File: config.mk
export PLATFORM = sky130hd
export DESIGN_NAME = demux3_wr
export DESIGN_NICKNAME = d
export VERILOG_FILES = /design/src/rtl/demux3_wr_pkg.sv /design/src/rtl/demux3_wr_hold_timer.sv /design/src/rtl/demux3_wr.sv
export SDC_FILE = /design/constraint.sdc
export NUM_CORES = 1
export LEC_CHECK = 0
export CAP_MARGIN = 20
export CORE_UTILIZATION = 46
export DETAILED_ROUTE_END_ITERATION = 12
export HOLD_SLACK_MARGIN = 0.03
export PLACE_DENSITY_LB_ADDON = 0.15
export REMOVE_ABC_BUFFERS = 1
export SLEW_MARGIN = 5
export SYNTH_ARGS = -nofsm -noshare
export SYNTH_HDL_FRONTEND = slang
export SYNTH_SLANG_ARGS = --single-unit
File: constraint.sdc
create_clock -name clk -period 3.2 [get_ports clk]
set_clock_uncertainty 0.15 [all_clocks]
set_input_delay 0.64 -clock clk [delete_from_list [all_inputs] [get_ports clk]]
set_output_delay 0.64 -clock clk [all_outputs]
set_load 0.02 [all_outputs]
File: src/rtl/demux3_wr_pkg.sv
// Shared select decode and state encodings for the write-side 3-way demux.
// The read-side select logic uses the same encodings so both directions decode identically.
package demux3_wr_pkg;

  localparam int unsigned NUM_CH = 3;
  localparam int unsigned SEL_W  = 2;
  localparam int unsigned IDX_W  = 2;

  localparam logic [SEL_W-1:0] SEL_CH0  = 2'b00;
  localparam logic [SEL_W-1:0] SEL_CH1  = 2'b01;
  localparam logic [SEL_W-1:0] SEL_CH2  = 2'b10;
  localparam logic [SEL_W-1:0] SEL_RSVD = 2'b11;

  typedef enum logic {
    ST_EMPTY = 1'b0,
    ST_HELD  = 1'b1
  } state_t;

  typedef logic [NUM_CH-1:0] ch_vec_t;

  // Reserved select folds onto ch0 without raising an error.
  function automatic ch_vec_t sel_decode(input logic [SEL_W-1:0] sel);
    ch_vec_t v;
    case (sel)
      SEL_CH1: v = 3'b010;
      SEL_CH2: v = 3'b100;
      default: v = 3'b001;
    endcase
    return v;
  endfunction

  function automatic logic [IDX_W-1:0] ch_index(input ch_vec_t v);
    logic [IDX_W-1:0] idx;
    if (v[2])      idx = 2'd2;
    else if (v[1]) idx = 2'd1;
    else           idx = 2'd0;
    return idx;
  endfunction

endpackage

File: src/rtl/demux3_wr_hold_timer.sv
// Stall timer for a held beat: expire flags the last permitted stalled cycle.
// TIMEOUT of zero disables dropping entirely.
module hold_timer #(
  parameter int unsigned TIMEOUT = 16
) (
  input  logic clk,
  input  logic rst_n,
  input  logic clear,
  input  logic run,
  output logic expire
);

  generate
    if (TIMEOUT == 0) begin : g_off
      assign expire = 1'b0;
    end else begin : g_on
      localparam int unsigned TW = (TIMEOUT > 1) ? $clog2(TIMEOUT) : 1;

      logic [TW-1:0] timer;

      always_ff @(posedge clk or negedge rst_n) begin
        if (!rst_n) begin
          timer <= '0;
        end else if (clear) begin
          timer <= '0;
        end else if (run) begin
          timer <= timer + TW'(1);
        end
      end

      assign expire = run && (timer == TW'(TIMEOUT - 1));
    end
  endgenerate

endmodule

File: src/rtl/demux3_wr.sv
// Registered 1-entry write demux: one input beat is steered to exactly one of three
// valid/ready channels, with a stall timeout that drops a beat nobody takes.
module demux3_wr
  import demux3_wr_pkg::*;
#(
  parameter int unsigned WIDTH   = 32,
  parameter int unsigned TIMEOUT = 16,
  parameter int unsigned CNTW    = 8
) (
  input  logic             clk,
  input  logic             rst_n,
  input  logic             in_valid,
  output logic             in_ready,
  input  logic [SEL_W-1:0] in_sel,
  input  logic [WIDTH-1:0] in_data,
  output logic [WIDTH-1:0] out_data,
  output logic [2:0]       ch_valid,
  input  logic [2:0]       ch_ready,
  output logic             err_timeout,
  output logic [IDX_W-1:0] err_ch,
  output logic [CNTW-1:0]  drop_cnt
);

  state_t state;
  logic   fire;
  logic   accept;
  logic   run;
  logic   expire;
  logic   clear;

  // Only the selected channel's ready can complete the transfer.
  assign fire     = |(ch_valid & ch_ready);
  assign in_ready = (state == ST_EMPTY) || fire;
  assign accept   = in_valid && in_ready;
  assign run      = (state == ST_HELD) && !fire;
  assign clear    = accept || expire;

  hold_timer #(
    .TIMEOUT (TIMEOUT)
  ) u_hold_timer (
    .clk    (clk),
    .rst_n  (rst_n),
    .clear  (clear),
    .run    (run),
    .expire (expire)
  );

  always_ff @(posedge clk or negedge rst_n) begin
    if (!rst_n) begin
      state       <= ST_EMPTY;
      ch_valid    <= '0;
      out_data    <= '0;
      err_timeout <= 1'b0;
      err_ch      <= '0;
      drop_cnt    <= '0;
    end else begin
      err_timeout <= 1'b0;
      case (state)
        ST_EMPTY: begin
          if (accept) begin
            ch_valid <= sel_decode(in_sel);
            out_data <= in_data;
            state    <= ST_HELD;
          end
        end
        ST_HELD: begin
          if (fire) begin
            if (accept) begin
              ch_valid <= sel_decode(in_sel);
              out_data <= in_data;
            end else begin
              ch_valid <= '0;
              state    <= ST_EMPTY;
            end
          end else if (expire) begin
            // Timed-out beat is discarded; report which channel never took it.
            ch_valid    <= '0;
            state       <= ST_EMPTY;
            err_timeout <= 1'b1;
            err_ch      <= ch_index(ch_valid);
            if (drop_cnt != '1) begin
              drop_cnt <= drop_cnt + CNTW'(1);
            end
          end
        end
        default: begin
          ch_valid <= '0;
          state    <= ST_EMPTY;
        end
      endcase
    end
  end

endmodule
==> metrics.txt <==
outcome finished, final reports clean; maximum number of pins on one net before global-route repair 52; average via count per standard cell 5.239; vias in the first global route 1645; # DRC 0; category of the most critical setup path primary input to output port; number of maximum-capacitance constraint violations 0; Synthesis Warnings 0; via count of the routed design 1556; Cell Int Power 2.012 mW; number of buffers on the longest clock path 2; RSZ-0062 raised after global routing no; fraction of power consumed by the clock network 0.168; Post-Synth Adder-Cell Area 0.02323; area share of and/or/nand/nor cells after synthesis 0.09175; residual antenna-violating net count after detailed routing 0; peak supply drop 523.2 uV; cells after synthesis 151; required time worst endpoint 2410 ps; area of the placeable core 4414 sq um; Min Hold Slack 146.9 ps; number of I/O port buffers 86; longest individual stage delay on the worst path 560 ps; final routed wirelength across all metal layers 4.551 mm; crit-path max FO 3; final slew viol count 0; insertion delay to the later sink of the worst-skew pair 300 ps; global-route wire length before repair 7.596 mm; CP max-delay cell clkdlybuf4s50_1; placer congestion estimate 0.7813; number of buffers and inverters on the critical path 2; synthesized cell area 2155 sq um; CTS root buffer clkbuf_8; CP arrival 2100 ps; TritonCTS clock tree yes; GRT Residual Overflow 0; number of standard-cell rows in the floorplan 24; diode count 0; share of synthesized area spent on multiplexers 0.1847; Synth cell types 36; Worst Hold Class primary input to asynchronous set/reset pin; Mean Syn Cell Area 14.27 sq um; Setup crit end kind output port; leading cell types by total area after synthesis dfrtp_1, mux2_2, mux2_1, ha_1, xnor2_1; Die Span X 70.44 um; DRC marker count from the first detailed-route iteration 83; initial antenna violation count 0; cell taking the most area after synthesis dfrtp_1; share of the yosys chip area belonging to registers 0.5923; Largest delay share family, worst path buffers and inverters; fraction of layout instances using a drive strength above 1 0.2082; post-CTS sizing 0; cell type with the highest occurrence count on the critical path clkdlybuf4s50_1; Num Clock Sinks 51; power density over cell area 943.6 nW/um^2; achievable clock frequency 345.7 MHz; fraction of post-synthesis cell area in the top cell type by area 0.5923; number of buffers created by CTS 5; sum of net half-perimeters after detailed placement 3.350 mm; full die area 4962 sq um; Slew @ Worst Pin 503.6 ps; net switching component of the power 1.045 mW; final period demand of the worst path 2893 ps; Synth Area in Compound Gates 0.07549; total negative slack 0 ps; Initial Utilization 0.4881; Rel. slew slack 0.6635; Sw Share 0.3419; share of the clock period used by the worst path 0.9039; static leakage power 1.394 nW; total number of H-tree levels 2; Setup-failing EPs final 0; total routing usage reported by global routing 0.1971; WL per Instance 15.32 um; CP cell instances clkdlybuf4s50_1, a22oi_2, nand2_1, clkdlybuf4s50_1; IO Count 87; cts-stage hold buffer count 0; combinational share of power 0.483; most frequent standard cell in the layout excluding fill and tap cells clkdlybuf4s50_1; Post CTS Setup Buffer Count 0; height of the chip 70.44 um; Flop pwr share 0.349; Initial DRT Pass Iterations 4; Critical Path Source Type primary input; number of nets in the final layout 288; flip-flop and latch count after synthesis 51; combinational family with the most area after synthesis multiplexers; parity-gate share of the synthesized area counting xor and xnor cells 0.02033; Clk pin slew, worst setup/hold paths 90 ps; leading cell types in the layout, fill and taps excluded clkdlybuf4s50_1, dfrtp_1, mux2_2, mux2_1; Layout area overhead 50.41%; Final Hold Viols 0
## sequential cells by signal (all words and copies together), names as in the netlist
name and flops:
state 1, err_ch 2, drop_cnt 8, err_timeout 1, out_data 32, ch_valid 3, u_hold_timer.g_on.timer 4
## logic make-up after synthesis
| family | count (synthesis) |
|---|---|
| compound gates | 20 |
| xor+xnor | 5 |
| fa+ha+maj | 4 |
| buf+inv | 6 |
| flops | 51 |
| mux | 35 |
| simple gates | 30 |
## per-layer routing
layer	vias to the layer above	global-route usage	routed length, um
met5	-	0	0
met4	0	0.07333	76
met3	9	0.06061	379
met2	71	0.3407	2286
met1	747	0.2281	1808
li1	729	-	-
## cell usage after synthesis, drive strengths merged
| library cell | instances |
|---|---|
| dfrtp | 51 |
| mux2 | 35 |
| nand2 | 7 |
| nand3 | 7 |
| o21ai | 6 |
| a21oi | 5 |
| xnor2 | 5 |
| a22o | 4 |
| ha | 4 |
| buf | 3 |
| inv | 3 |
| nand4 | 3 |
| a21o | 2 |
| and3 | 2 |
| and4 | 2 |
| nor3 | 2 |
| a21bo | 1 |
| a21boi | 1 |
| a22oi | 1 |
| nand3b | 1 |
| nor2 | 1 |
| nor2b | 1 |
| nor3b | 1 |
| nor4 | 1 |
| or2 | 1 |
| or2b | 1 |
## layout make-up
class / instances / area [sq um]
Clock inverter: 2 / 60.06
Sequential cell: 51 / 1276
Multi-Input combinational cell: 94 / 852.1
Inverter: 3 / 11.26
Timing Repair Buffer: 89 / 903.4
Fill cell: 308 / 1174
Tap cell: 52 / 65.06
Clock buffer: 6 / 72.57
## metrics by stage
stage | util | std cells | worst slack, ps | power, mW | instance area [sq um]
floorplan | - | 148 | 1109 | 1.860 | 2140
global placement | 0.6995 | 288 | 316.7 | 2.515 | 3088
detailed placement | 0.6995 | 288 | 298.5 | 2.571 | 3088
CTS | 0.7296 | 296 | 294.1 | 3.087 | 3221
global route | 0.7341 | 297 | 228.7 | 3.227 | 3241
finish | 0.7341 | 297 | 307.4 | 3.058 | 3241
## power by group through the flow
stage	clock [mW]	combinational, mW	sequential, mW
2_1_floorplan	0	0.515	1.34
3_3_place_gp	0	1.45	1.06
3_5_place_dp	0	1.49	1.08
4_1_cts	0.525	1.49	1.07
5_1_grt	0.556	1.57	1.10
6_report	0.513	1.48	1.07
## path summary, 6_finish.rpt
| path | startpoint | endpoint | slack, ps | cells past startpoint |
|---|---|---|---|---|
| max | ch_ready[1] | in_ready | 310 | 4 |
| max reg2reg | u_hold_timer.g_on.timer[0] | drop_cnt[6] | 1230 | 5 |
| min reg2reg | out_data[15] | out_data[15] | 350 | 1 |
| max in group asynchronous | rst_n | out_data[12] | 2220 | 2 |
| min in group clk | out_data[15] | out_data[15] | 350 | 1 |
| min | rst_n | out_data[7] | 150 | 1 |
## worst reg2reg max path, cell delays in order, from the launching register on
cell     delay (ps)
dfrtp_1         430
ha_1            250
nand3_2         180
nor3_4          370
nand4_2         160
mux2_4          310
(Power assumes the default switching activity.)
